<file path="config.mk">
export PLATFORM = sky130hd
export DESIGN_NAME = gamma_lut_loader
export DESIGN_NICKNAME = d
export VERILOG_FILES = /design/src/rtl/gamma_lut_loader.sv
export SDC_FILE = /design/constraint.sdc
export NUM_CORES = 1
export LEC_CHECK = 0
export BUFFER_PORTS_ARGS = -buffer_cell sky130_fd_sc_hd__buf_4
export CAP_MARGIN = 20
export CORE_MARGIN = 4
export CORE_UTILIZATION = 50
export CTS_CLUSTER_SIZE = 10
export DETAILED_ROUTE_END_ITERATION = 7
export HOLD_SLACK_MARGIN = 0.03
export PLACE_DENSITY = 0.87
export SETUP_SLACK_MARGIN = 0.02
export SLEW_MARGIN = 40
export SYNTH_ARGS = -nofsm -noshare
export SYNTH_HDL_FRONTEND = slang
export SYNTH_SLANG_ARGS = --single-unit
</file>
<file path="constraint.sdc">
create_clock -name clk -period 2 [get_ports clk]
set_clock_uncertainty 0.2 [all_clocks]
set_input_delay 0.2 -clock clk [delete_from_list [all_inputs] [get_ports clk]]
set_output_delay 0.2 -clock clk [all_outputs]
set_load 0.03 [all_outputs]
</file>
<file path="src/rtl/gamma_lut_loader.sv">
// Streams one 2^DATA_WIDTH-entry gamma table into a single color plane's LUT write port.
// Optional expected-sum check of the streamed table: define GAMMA_LOADER_CHECKSUM_EN.
module gamma_lut_loader #(
    parameter int unsigned DATA_WIDTH  = 8,
    parameter int unsigned NUM_CP      = 3,
    parameter int unsigned CPSEL_WIDTH = 2,
    parameter int unsigned GUARD       = 4
) (
    input  logic                   clk,
    input  logic                   rstn,
    input  logic                   start,
    input  logic [CPSEL_WIDTH-1:0] load_cp,
    input  logic                   abort,
    input  logic                   s_valid,
    output logic                   s_ready,
    input  logic [DATA_WIDTH-1:0]  s_data,
    output logic [NUM_CP-1:0]      lutwren,
    output logic [DATA_WIDTH-1:0]  lutval,
    output logic                   gcen,
    output logic                   busy,
    output logic                   done,
`ifdef GAMMA_LOADER_CHECKSUM_EN
    input  logic [15:0]            exp_sum,
`endif
    output logic                   err
);

    localparam int unsigned DEPTH = 1 << DATA_WIDTH;
    localparam int unsigned CW    = DATA_WIDTH + 1;
    localparam int unsigned GW    = $clog2(GUARD + 1);

    typedef enum logic [2:0] {IDLE, SETTLE, LOAD, PAD, FINISH} state_t;

    state_t                  state, state_n;
    logic [NUM_CP-1:0]       cp_oh, cp_oh_n;
    logic [NUM_CP-1:0]       tbl_valid, tbl_n;
    logic [CW-1:0]           cnt, cnt_n;
    logic [GW-1:0]           gcnt, gcnt_n;
    logic [NUM_CP-1:0]       wren_n;
    logic [DATA_WIDTH-1:0]   val_n;
    logic                    ready_n, busy_n, gcen_n, done_n, err_n;
    logic                    hs, sum_ok;

`ifdef GAMMA_LOADER_CHECKSUM_EN
    logic [15:0]             sum, sum_n, exp_q, exp_n;
    assign sum_ok = (sum == exp_q);
`else
    assign sum_ok = 1'b1;
`endif

    assign hs = (state == LOAD) && s_valid;

    // Next-state and next-output logic
    always_comb begin
        state_n = state;
        cp_oh_n = cp_oh;
        tbl_n   = tbl_valid;
        cnt_n   = cnt;
        gcnt_n  = gcnt;
        wren_n  = '0;
        val_n   = lutval;
        done_n  = 1'b0;
        err_n   = 1'b0;
`ifdef GAMMA_LOADER_CHECKSUM_EN
        sum_n   = sum;
        exp_n   = exp_q;
`endif
        case (state)
            IDLE: begin
                if (start) begin
                    if (32'(load_cp) < NUM_CP) begin
                        cp_oh_n = NUM_CP'(1) << load_cp;
                        tbl_n   = tbl_valid & ~(NUM_CP'(1) << load_cp);
                        cnt_n   = '0;
                        gcnt_n  = '0;
`ifdef GAMMA_LOADER_CHECKSUM_EN
                        sum_n   = '0;
                        exp_n   = exp_sum;
`endif
                        state_n = SETTLE;
                    end else begin
                        err_n = 1'b1;
                    end
                end
            end
            SETTLE: begin
                if (abort) begin
                    err_n   = 1'b1;
                    state_n = IDLE;
                end else if (gcnt == GW'(GUARD - 1)) begin
                    state_n = LOAD;
                end else begin
                    gcnt_n = gcnt + GW'(1);
                end
            end
            LOAD: begin
                if (hs) begin
                    wren_n = cp_oh;
                    val_n  = s_data;
                    cnt_n  = cnt + CW'(1);
`ifdef GAMMA_LOADER_CHECKSUM_EN
                    sum_n  = sum + 16'(s_data);
`endif
                end
                // A completed table wins over a coincident abort
                if (hs && cnt == CW'(DEPTH - 1)) state_n = FINISH;
                else if (abort)                  state_n = PAD;
            end
            PAD: begin
                // Zero-fill keeps the corrector's write pointer wrapping back to entry 0
                if (cnt == CW'(DEPTH)) begin
                    err_n   = 1'b1;
                    state_n = IDLE;
                end else begin
                    wren_n = cp_oh;
                    val_n  = '0;
                    cnt_n  = cnt + CW'(1);
                end
            end
            FINISH: begin
                if (sum_ok) begin
                    tbl_n  = tbl_valid | cp_oh;
                    done_n = 1'b1;
                end else begin
                    err_n = 1'b1;
                end
                state_n = IDLE;
            end
            default: state_n = IDLE;
        endcase

        if (start && state != IDLE) err_n = 1'b1;

        ready_n = (state_n == LOAD);
        busy_n  = (state_n != IDLE);
        gcen_n  = (&tbl_n) & ~busy_n;
    end

    // State and registered outputs
    always_ff @(posedge clk or negedge rstn) begin
        if (!rstn) begin
            state     <= IDLE;
            cp_oh     <= '0;
            tbl_valid <= '0;
            cnt       <= '0;
            gcnt      <= '0;
            s_ready   <= 1'b0;
            lutwren   <= '0;
            lutval    <= '0;
            gcen      <= 1'b0;
            busy      <= 1'b0;
            done      <= 1'b0;
            err       <= 1'b0;
`ifdef GAMMA_LOADER_CHECKSUM_EN
            sum       <= '0;
            exp_q     <= '0;
`endif
        end else begin
            state     <= state_n;
            cp_oh     <= cp_oh_n;
            tbl_valid <= tbl_n;
            cnt       <= cnt_n;
            gcnt      <= gcnt_n;
            s_ready   <= ready_n;
            lutwren   <= wren_n;
            lutval    <= val_n;
            gcen      <= gcen_n;
            busy      <= busy_n;
            done      <= done_n;
            err       <= err_n;
`ifdef GAMMA_LOADER_CHECKSUM_EN
            sum       <= sum_n;
            exp_q     <= exp_n;
`endif
        end
    end

endmodule

</file>
* Word-level counts from Yosys, hierarchy flattened
Index checks and enable logic that the tools add are counted.
** Operators by class
- $add $sub $neg :: 2
- Order comparisons :: 1
- Equal/unequal tests :: 14
- Shifts and indexed selects :: 1
- Muxes and demuxes :: 34
- Bitwise logic cells :: 5
- Reductions and logical operators :: 14
** Operators with widths (number)
- two-way mux 3 bit :: 15
- two-way mux 9 bit :: 4
- one-hot mux 9 bit (3 select lines) :: 1
- one-hot mux 3 bit (2 select lines) :: 3
- two-way mux 8 bit :: 2
- one-hot mux 8 bit (2 select lines) :: 1
- == test 3 x 2 -> 1 bit (second input constant) :: 4
- inequality test 2 bit (second input constant) :: 6
- one-hot mux 3 bit (4 select lines) :: 1
- AND reduction 5 bit :: 2
- adder 9 x 1 -> 9 bit (second input constant) :: 1
- == test 9 x 8 -> 1 bit (second input constant) :: 1
- == test 9 bit (second input constant) :: 1
- AND reduction 3 bit :: 3
- nonzero test 3 bit :: 3
- two-way mux 1 bit :: 6
- nonzero test 2 bit :: 2
- adder 3 x 1 -> 3 bit (second input constant) :: 1
- bitwise AND 3 bit :: 1
- == test 3 x 1 -> 1 bit (second input constant) :: 1
- == test 3 bit (second input constant) :: 1
- logical AND 1 bit :: 3
- zero test 3 bit :: 1
- inverter 3 bit :: 1
- 6 further kinds :: 6
** Word-level totals
- Register bits after elaboration :: 37
- Input port bits :: 15
- Logic and storage cells :: 83

* Depth between registers and ports, before layout
Gate-level depths: netlist of the first run.
- Depth after elaboration :: 8
- Gate-level depth with buffers :: 7

* Worst setup path after synthesis of the first run
Ideal clock, no wire load.
- Path type :: flip-flop to flip-flop
- Start point :: register cnt[0]
- End point :: register cnt[6]
- Arrival time :: 1748 ps
- Setup slack :: -75 ps
- Cell stages (with the launch flop) :: 7
- Period minus slack after synthesis :: 2075 ps
- Path through :: dfrtp_1 inv_1 ha_1 or4b_4 nor3_4 nor4_1 mux2_1
** Between the ends
- Longest elaborated chain between the ends :: 3
- Elaborated cells between the ends (all ways) :: 7
- Classes of those cells :: add/sub: 1; eq/ne: 2; mux: 3; reduce/logical: 1
** Ends and longest elaborated chain
- start, declared :: RTL line 37 : logic [CW-1:0] cnt, cnt_n;
- start signal, assigned :: RTL line 162 : cnt <= cnt_n;
- adder 9 x 1 -> 9 bit / == test 9 bit (equally long branches) :: RTL line 100, 117, 111
- two-way mux 9 bit (tied with other cells) :: RTL line 111 : if (cnt == CW'(DEPTH)) begin
- one-hot mux 9 bit (3 select lines) / AND reduction 5 bit (equally long branches)
Parallel ways exist; a longest one is shown, timed or not. The select of a mux whose other input is x is not followed.
A chain may end at the register's enable or synchronous reset.

* Worst setup path after layout of the first run
- Start point :: register cnt[1]
- End point :: register cnt[7]
Same word-level chain as after synthesis.

==> qor.txt, run 1 <==
Status: complete, but fails checks
Failing checks: setup timing
Fraction of registers with async set/reset: 1.00
Worst EP arrival: 2.08 ns
Yosys reg bits: 37
DP Worst Slack: -0.0239 ns
Antenna diode count: 0
Vias: 1615
Sequential share of the synthesized area: 0.513
Post-route DRC: 0
Mapped Cells: 185
Htree depth: 2
Largest net degree at the start of global routing: 38
All-Layer GR Usage: 0.228
IO buf count: 30
Reg2Reg Launch Point: cnt[1]
IO Pins: 31
Distinct cell type count after synthesis: 41
HPWL after detailed placement: 2860 um
Max IR drop VDD: 0.554 mV
Via-to-Cell Ratio: 5.47
Synth warn: 0
Pwr/cell area: 1220 nW/um2
DR pass1 iterations: 4
Crit Path Class: reg2reg
Placer Congestion: 0.860
Full die area: 4640 um2
First-pass GRT wire length: 7500 um
CP Capture Type: flop
Critical path cell sequence: inv_2 -> ha_4 -> or4b_4 -> nor3_4 -> buf_6 -> nor4_1 -> mux2i_1
P&R area growth vs syn: 37.8%
Std cell rows: 21
GRT overflow: 0
Clk root buf: clkbuf_4
Antenna Violating Nets Remaining: 0
Max Freq: 487 MHz
Routed len/inst: 15.9 um
Max Fanout on Critical Path: 8
Final Hold Violating Endpoints: 0
Worst path buffer plus inverter count: 2
Critical Path Source: cnt[1]
Pleak: 1.20 nW
Clock slew at reported path FFs: 0.12 ns
Total Nets Final: 269
Least-Margin Pin Slew: 0.540 ns
Initial antenna violation count: 0
Relative slew slack: 0.639
Clk buf depth: 2
Initial Utilization: 0.529
DR WL met3: 231 um
Clock Sinks: 37
Top_reg_cell synth: dfrtp_1
Critical path required time: 2.03 ns
Skew-Pair Late Insertion Delay: 0.36 ns
Worst path top cell family by delay: simple AND/OR/NAND/NOR gates
Final period util: 1.03
Final setup viols: 8
Core box area: 3420 um2
Slew Viols, Final: 0
Syn Area/Cell: 9.76 um2
RSZ-0062 raised after global routing: true
Wl on met1: 1870 um
Met2 Wirelength: 2450 um
Number of max-cap violations: 0
Mapped cell area: 1810 um2
Final min period: 2.05 ns
Share of cells above drive strength 1: 0.309
Final wirelength: 4690 um
Post-synth EDFFs: 0
Slowest cell on crit path: or4b_4
Syn_nets: 205
Die height: 68.1 um
Worst Hold Class: in2async
Highest metal used: met4
PnR worst setup slack: -0.0517 ns
Setup TNS after final layout: -0.203 ns
Vias in the first global route: 1552
Die W: 68.1 um
Cts bufs inserted: 5
TritonCTS clock tree: built
Slowest stage delay, CP: 0.47 ns
Startpoint types: flop
Drt first-iter violations: 105
[cells by family after synthesis]
family | synth area share
simple gates | 0.249
fa+ha+maj | 0.0347
compound gates | 0.116
buf+inv | 0.0471
mux | 0.0402
flops | 0.513
[per-layer routing]
layer	vias to the layer above	global-route usage
met5	-	0
met4	0	0.117
met3	13	0.0558
met2	52	0.380
met1	780	0.271
li1	770	-
[state kept, by name, summed over array words and instances, names as in the netlist]
name	count
done	1
cnt	9
lutval	8
lutwren	3
err	1
gcnt	3
state	3
cp_oh	3
s_ready	1
busy	1
gcen	1
tbl_valid	3
[cell usage in the layout, fill, tap and decap left out, types with 3 or more instances in the layout]
cell | synthesis | layout
buf_4 | 0 | 48
dfrtp_1 | 37 | 35
nand2_1 | 30 | 30
nor2_1 | 15 | 14
dlygate4sd3_1 | 0 | 14
inv_1 | 15 | 13
o21ai_0 | 10 | 7
nand2b_1 | 6 | 6
a21oi_1 | 6 | 6
mux2i_1 | 5 | 5
o21ai_1 | 2 | 5
clkbuf_4 | 0 | 5
nor4_1 | 6 | 4
nor3_1 | 3 | 3
or4b_4 | 3 | 3
o31ai_1 | 3 | 3
a22o_1 | 3 | 3
ha_1 | 5 | 3
[through the flow]
stage / hold slack (ns) / std cells / instance area (um2) / utilization / power (mW)
5_1_grt: 0.166 / 295 / 2490 / 0.729 / 3.22
6_report: 0.122 / 295 / 2490 / 0.729 / 3.05
2_1_floorplan: -0.296 / 185 / 1810 / - / 1.88
3_5_place_dp: -0.0189 / 270 / 2180 / 0.638 / 2.36
4_1_cts: 0.119 / 292 / 2420 / 0.710 / 2.93
3_3_place_gp: -0.0195 / 270 / 2180 / 0.638 / 2.30
[Yosys cell counts (all sizes together) (3+ instances only)]
| cell type | number | share of area |
|---|---|---|
| mux2i | 5 | 0.028 |
| nor4 | 6 | 0.021 |
| o31ai | 3 | 0.012 |
| nand2b | 6 | 0.021 |
| inv | 15 | 0.031 |
| o21ai | 12 | 0.033 |
| a21oi | 7 | 0.021 |
| nand2 | 30 | 0.062 |
| nor2 | 15 | 0.031 |
| nor4b | 3 | 0.015 |
| or4b | 4 | 0.028 |
| a22o | 3 | 0.015 |
| ha | 5 | 0.035 |
| nor3 | 4 | 0.017 |
| dfrtp | 37 | 0.51 |
| clkbuf | 5 | 0.010 |
[repair_timing]
action,4_1_cts,5_1_grt
endpoints found under the hold margin,55,0
setup buffers,1,4
endpoints found under the setup margin,9,22
hold buffers,14,0
pin swaps,0,4
resized for setup,6,14
[worst paths after layout]
check                             to  slack (ns)  cells after the start
setup / recovery              cnt[7]       -0.05                      7
hold / removal              state[0]        0.12                      2
setup reg to reg              cnt[7]       -0.05                      7
hold reg to reg            lutval[1]        0.31                      2
max in group asynchronous     cnt[2]        1.14                      2
min in group clk           lutval[1]        0.31                      2
[where the power goes]
part	total (mW)	internal, mW	switching, mW
Combinational	1.41	0.611	0.799
Clock	0.515	0.255	0.260
Sequential	1.12	0.964	0.156
[layout make-up]
cell class / instances / area, um2
clock inverter: 2 / 35.0
sequential: 37 / 928
timing repair buffer: 64 / 523
tap: 46 / 57.6
fill: 237 / 927
clock buffer: 5 / 37.5
inverter: 15 / 56.3
multi-input combinational: 126 / 851
Note: power is estimated with default switching activity, not from simulation.
==> inputs of run 2 (changes only) <==
--- a/config.mk
+++ b/config.mk
@@ -8,11 +8,12 @@
 export BUFFER_PORTS_ARGS = -buffer_cell sky130_fd_sc_hd__buf_4
 export CAP_MARGIN = 20
 export CORE_MARGIN = 4
-export CORE_UTILIZATION = 50
+export CORE_UTILIZATION = 34
 export CTS_CLUSTER_SIZE = 10
 export DETAILED_ROUTE_END_ITERATION = 7
+export GPL_TIMING_DRIVEN = 1
 export HOLD_SLACK_MARGIN = 0.03
-export PLACE_DENSITY = 0.87
+export PLACE_DENSITY = 0.67
 export SETUP_SLACK_MARGIN = 0.02
 export SLEW_MARGIN = 40
 export SYNTH_ARGS = -nofsm -noshare
==> run 2 against run 1 <==
The flow still finishes with violations (setup timing). Non-clock buffer count grew 2. Sequential power hardly changed. Sequential share of layout area fell by 1.6 points. Largest cell class unchanged. Register-to-register slack improved by 0.04 ns.
==> qor.txt, run 2 (synthesis results as in run 1) <==
Most common cell after layout, fill and taps aside: buf_4
Switch Pwr: 1.17 mW (-4.1%)
Pleak: 1.25 nW (+3.7%)
Worst EP arrival: 1.99 ns (-0.09 ns)
Final Power: 3.26 mW (+7.2%)
Critical path cell sequence: inv_2 -> ha_4 -> or4b_4 -> nor3_4 -> nor4_2 -> mux2_1
Part of the power in registers: 0.339 (-0.029)
Initial Utilization: 0.351 (-0.177)
Slowest stage delay, CP: 0.47 ns (about the same)
GRT overflow: 0 (unchanged)
Worst path top cell family by delay: simple AND/OR/NAND/NOR gates
Placed insts: 299 (+11%)
Max IR drop VDD: 0.434 mV (-22%)
Combinational power share: 0.426 (-0.037)
Share of cells above drive strength 1: 0.302 (-0.00765)
Via-to-Cell Ratio: 4.80 (-12%)
Final period util: 1.01 (-0.0205)
Worst Hold Class: in2async
Core box area: 5140 um2 (+50%)
Status: complete, but fails checks
Drt first-iter violations: 64 (-39%)
Setup TNS after final layout: -0.0107 ns (+0.192 ns)
Least-Margin Pin Slew: 0.519 ns (-0.0207 ns)
Worst path buffer plus inverter count: 1 (-1)
PnR worst setup slack: -0.0107 ns (+0.0410 ns)
Vias in the first global route: 1588 (+2.3%)
Top Registers: cnt (9), lutval (8)
Failing checks: setup timing
Clk buf depth: 2 (unchanged)
Finished Layout Cells: 322 (+9.2%)
HPWL after detailed placement: 2800 um (-2.2%)
Crit Path Class: reg2reg
Skew-Pair Late Insertion Delay: 0.29 ns (-0.07 ns)
Std cell rows: 26 (+24%)
Clk root buf: clkbuf_8
Full die area: 6540 um2 (+41%)
Largest net degree at the start of global routing: 38 (unchanged)
Clock Sinks: 37 (unchanged)
Final wirelength: 4170 um (-11%)
All-Layer GR Usage: 0.144 (-0.0839)
RSZ-0062 raised after global routing: true
Post-route DRC: 0 (unchanged)
Critical path required time: 1.98 ns (-0.05 ns)
Total Nets Final: 271 (+0.74%)
Final min period: 2.01 ns (-0.0410 ns)
P&R area growth vs syn: 43.7%
Startpoint types: flop
Final setup viols: 1 (-7)
IO Pins: 31 (unchanged)
DR pass1 iterations: 4 (unchanged)
Most frequent cells in the layout: 49 x buf_4, 36 x dfrtp_1, 30 x nand2_1
Clock slew at reported path FFs: 0.07 ns (-0.05 ns)
Number of max-cap violations: 0 (unchanged)
Final Hold Violating Endpoints: 0 (unchanged)
IO buf count: 30 (unchanged)
Placer Congestion: 0.823 (-4.3%)
Initial antenna violation count: 0 (unchanged)
Clk pwr share: 0.235 (+0.066)
TritonCTS clock tree: built
Max Freq: 497 MHz (+2.0%)
Max reg flops: 9 (unchanged)
Die W: 80.9 um (+19%)
R2R cell count: 6 (-1)
Vias: 1546 (-4.3%)
Pwr/cell area: 1260 nW/um2 (+2.8%)
Htree depth: 2 (unchanged)
Cts bufs inserted: 5 (unchanged)
Relative slew slack: 0.653 (+0.0139)
Die height: 80.9 um (+19%)
Internal: 2.10 mW (+15%)
Slew Viols, Final: 0 (unchanged)
Antenna Violating Nets Remaining: 0 (unchanged)
Routed len/inst: 12.9 um (-19%)
Slowest cell on crit path: or4b_4
Fillers: 488 (+110%)
Max Fanout on Critical Path: 2 (-6)
Sw Share: 0.357 (-0.0420)
CP Capture Type: flop
First-pass GRT wire length: 7250 um (-3.4%)
Antenna diode count: 0 (unchanged)
DP Worst Slack: 0.0116 ns (+0.0355 ns)
Largest reg by FF count: cnt
Levels on crit path: 6 (-1)
run 2: cell count changes in the layout (fill, tap and decap cells not counted), sizes merged:
| cell | delta |
|---|---|
| buf | +2 |
| bufinv | +1 |
run 2: worst paths after layout:
check	startpoint	endpoint	slack (ns)
setup / recovery	cnt[1]	cnt[6]	-0.01
hold / removal	rstn	tbl_valid[1]	0.21
setup reg to reg	cnt[1]	cnt[6]	-0.01
hold reg to reg	lutval[0]	lutval[0]	0.29
max in group asynchronous	rstn	state[1]	1.05
min in group clk	start	cp_oh[2]	0.27
run 2: power by group through the flow:
stage | clock [mW] | sequential, mW | combinational [mW]
after floorplan | 0 | 1.30 | 0.571
after CTS | 0.789 | 1.10 | 1.34
after global placement | 0 | 1.11 | 1.29
final | 0.768 | 1.11 | 1.39
after detailed placement | 0 | 1.11 | 1.30
after global routing | 0.813 | 1.14 | 1.54
run 2: worst reg2reg max path: stages, from the launching register on:
cell     delay (ns)
dfrtp_1        0.39
inv_2          0.07
ha_4           0.12
or4b_4         0.47
nor3_4         0.23
nor4_2         0.07
mux2_1         0.33
run 2: repair_timing:
action,4_1_cts,5_1_grt
pin swaps,0,4
hold buffers,14,0
setup buffers,0,1
endpoints found under the setup margin,6,22
hold endpoints to repair,51,0
gates resized for setup,2,13
run 2: metal layers:
metal | global-route usage | wire (um) | up-vias
li1 | - | - | 778
met1 | 0.174 | 1840 | 737
met2 | 0.237 | 2090 | 26
met3 | 0.0410 | 161 | 5
met4 | 0.0659 | 72 | 0
met5 | 0 | 0 | -
run 2: cell type report:
type	instances	area [um2]	share of cell area
Sequential cell	37	927	0.357
Multi-Input combinational cell	126	838	0.323
Timing Repair Buffer	66	551	0.212
Tap cell	70	87.6	0.0338
Clock buffer	5	68.8	0.0265
Clock inverter	3	65.1	0.0251
Inverter	15	56.3	0.0217
run 2: metrics by stage:
step | area (um2) | hold WS [ns] | util
5_1_grt | 2590 | 0.251 | 0.505
3_3_place_gp | 2260 | -0.00976 | 0.440
2_1_floorplan | 1810 | -0.296 | -
4_1_cts | 2550 | 0.212 | 0.496
3_5_place_dp | 2260 | -0.00754 | 0.440
6_report | 2590 | 0.208 | 0.505
==> inputs of run 3 (changes only) <==
--- a/config.mk
+++ b/config.mk
@@ -5,15 +5,17 @@
 export SDC_FILE = /design/constraint.sdc
 export NUM_CORES = 1
 export LEC_CHECK = 0
-export BUFFER_PORTS_ARGS = -buffer_cell sky130_fd_sc_hd__buf_4
 export CAP_MARGIN = 20
+export CELL_PAD_IN_SITES_DETAIL_PLACEMENT = 2
+export CELL_PAD_IN_SITES_GLOBAL_PLACEMENT = 2
 export CORE_MARGIN = 4
 export CORE_UTILIZATION = 34
 export CTS_CLUSTER_SIZE = 10
 export DETAILED_ROUTE_END_ITERATION = 7
+export DONT_BUFFER_PORTS = 1
 export GPL_TIMING_DRIVEN = 1
 export HOLD_SLACK_MARGIN = 0.03
-export PLACE_DENSITY = 0.67
+export PLACE_DENSITY = 0.84
 export SETUP_SLACK_MARGIN = 0.02
 export SLEW_MARGIN = 40
 export SYNTH_ARGS = -nofsm -noshare
==> run 3 against run 2 <==
The run still ends with setup timing left. Worst setup slack worse by 0.078 ns. Global-route usage is 5.3 points higher. Wire length is 55% higher. Sequential power is 23% higher. Final area is 3.9% lower. Critical path type unchanged. Non-clock buffer count is 23 lower. Sequential share of layout area is 1.5 points higher. Total power is 2.5% lower. Via count is 4.1% higher. Register-to-register slack worse by 0.08 ns.
==> qor.txt, run 3 (synthesis results as in run 1) <==
Least-Margin Pin Slew: 0.513 ns (-0.00601 ns)
Hold Path Origin: abort
Part of the power in registers: 0.429 (+0.090)
Clk root buf: clkbuf_8
Antenna Violating Nets Remaining: 0 (unchanged)
Die W: 80.9 um (unchanged)
Largest reg by FF count: cnt
Status: complete, but fails checks
Number of max-cap violations: 0 (unchanged)
Vias: 1609 (+4.1%)
PnR worst setup slack: -0.0884 ns (-0.0777 ns)
Initial antenna violation count: 0 (unchanged)
Critical path required time: 1.97 ns (about the same)
Final Hold Violating Endpoints: 0 (unchanged)
HPWL after detailed placement: 3700 um (+33%)
Failing checks: setup timing
M3 GR Usage: 0.0421 (+0.00111)
P&R area growth vs syn: 38.0%
Skew-Pair Late Insertion Delay: 0.29 ns (about the same)
Full die area: 6540 um2 (unchanged)
Drt first-iter violations: 86 (+34%)
Combinational power share: 0.403 (-0.023)
Final wirelength: 6460 um (+55%)
Top Registers: cnt (9), lutval (8)
Placed cell area: 2060 um2 (-9.0%)
TritonCTS clock tree: built
Most common cell after layout, fill and taps aside: dfrtp_1
Final period util: 1.04 (+0.0389)
Pleak: 1.15 nW (-7.9%)
RSZ-0062 raised after global routing: true
Initial Utilization: 0.351 (unchanged)
Fillers: 525 (+7.6%)
Pwr/cell area: 1280 nW/um2 (+1.4%)
Via-to-Cell Ratio: 5.38 (+12%)
Design area: 2490 um2 (-3.9%)
Std cell rows: 26 (unchanged)
Final setup viols: 8 (+7)
Total Nets Final: 248 (-8.5%)
GRT overflow: 0 (unchanged)
Worst Hold Class: in2reg
Vias in the first global route: 1773 (+12%)
IO Pins: 31 (unchanged)
Reg2Reg Launch Point: cnt[0]
All-Layer GR Usage: 0.197 (+0.0532)
Max Fanout on Critical Path: 2 (unchanged)
IO buf count: 0 (-100%)
Clock Sinks: 37 (unchanged)
Internal: 1.82 mW (-13%)
Sw Share: 0.429 (+0.0723)
First-pass GRT wire length: 9670 um (+34%)
Placer Congestion: 0.797 (-3.1%)
Critical Path Source: cnt[0]
Switch Pwr: 1.37 mW (+17%)
Crit Path Class: reg2reg
Seq. cell area: 927 um2 (unchanged)
Cts bufs inserted: 5 (unchanged)
Clk pwr share: 0.168 (-0.067)
Slew Viols, Final: 0 (unchanged)
Core box area: 5140 um2 (unchanged)
GR peak layer: met2
Max IR drop VDD: 0.557 mV (+28%)
Largest net degree at the start of global routing: 38 (unchanged)
Routed len/inst: 21.6 um (+67%)
Max Freq: 479 MHz (-3.7%)
Relative slew slack: 0.657 (+0.00402)
Post-route DRC: 0 (unchanged)
Multi-input gate area: 911 um2 (+8.7%)
Antenna diode count: 0 (unchanged)
GRT met2 Usage: 0.361 (+0.124)
Share of cells above drive strength 1: 0.284 (-0.0177)
Clock slew at reported path FFs: 0.07 ns (about the same)
Final Core Density: 0.485 (-0.0197)
CP Capture Type: flop
Met1 Use GR: 0.228 (+0.0548)
Htree depth: 2 (unchanged)
DR pass1 iterations: 4 (unchanged)
Final min period: 2.09 ns (+0.0777 ns)
Startpoint types: flop
Die height: 80.9 um (unchanged)
Worst EP arrival: 2.06 ns (+0.07 ns)
Most frequent cells in the layout: 36 x dfrtp_1, 30 x nand2_1, 22 x buf_4
Post-Route Hold Slack: 0.0901 ns (-0.118 ns)
Max reg flops: 9 (unchanged)
Clk buf depth: 2 (unchanged)
run 3: routing by layer:
metal | vias to the layer above | share of wire
met5 | - | 0
met4 | 0 | 0.031
met3 | 18 | 0.044
met2 | 49 | 0.53
met1 | 812 | 0.40
li1 | 730 | -
run 3: area by class of cell:
cell class | count | area share
clock buffers | 6 | 0.0291
multi-input cells | 126 | 0.365
flip-flops and latches | 37 | 0.372
well taps | 70 | 0.0351
clock inverters | 2 | 0.00402
inverters | 15 | 0.0226
repair buffers | 43 | 0.172
run 3: worst max-delay path, stage by stage (launching register included):
cell and delay (ns):
dfrtp_1 0.40, inv_2 0.09, ha_4 0.14, or4b_4 0.50, nor3_4 0.25, nor4_2 0.06
mux2_1 0.33
run 3: final timing paths:
path / end / slack, ns / depth (start not counted)
max: cnt[6] / -0.09 / 6
min: s_ready / 0.09 / 4
max reg2reg: cnt[6] / -0.09 / 6
min reg2reg: gcnt[2] / 0.31 / 1
max in group asynchronous: busy / 1.15 / 2
min in group asynchronous: state[0] / 0.24 / 2
run 3: power by group through the flow:
stage	clock network, mW	logic, mW	registers [mW]
5_1_grt	0.578	1.40	1.40
2_1_floorplan	0	0.571	1.30
3_5_place_dp	0	0.969	1.36
6_report	0.535	1.28	1.37
4_1_cts	0.532	1.04	1.35
3_3_place_gp	0	0.896	1.35
run 3: what timing repair did:
| action | CTS | global route |
|---|---|---|
| hold buffers | 16 | 0 |
| cloned | 0 | 2 |
| resized for setup | 4 | 28 |
| pin swaps | 0 | 4 |
| setup endpoints to repair | 11 | 27 |
| setup buffers | 0 | 2 |
| hold endpoints to repair | 56 | 0 |
run 3: metrics by stage:
stage | setup slack [ns] | instances | setup TNS [ns] | power [mW]
global placement | -0.0142 | 272 | -0.0142 | 2.24
floorplan | -0.0752 | 185 | -0.0752 | 1.88
CTS | -0.0371 | 296 | -0.119 | 2.92
finish | -0.0884 | 299 | -0.470 | 3.18
detailed placement | -0.00830 | 272 | -0.00830 | 2.33
global route | -0.166 | 299 | -1.78 | 3.38
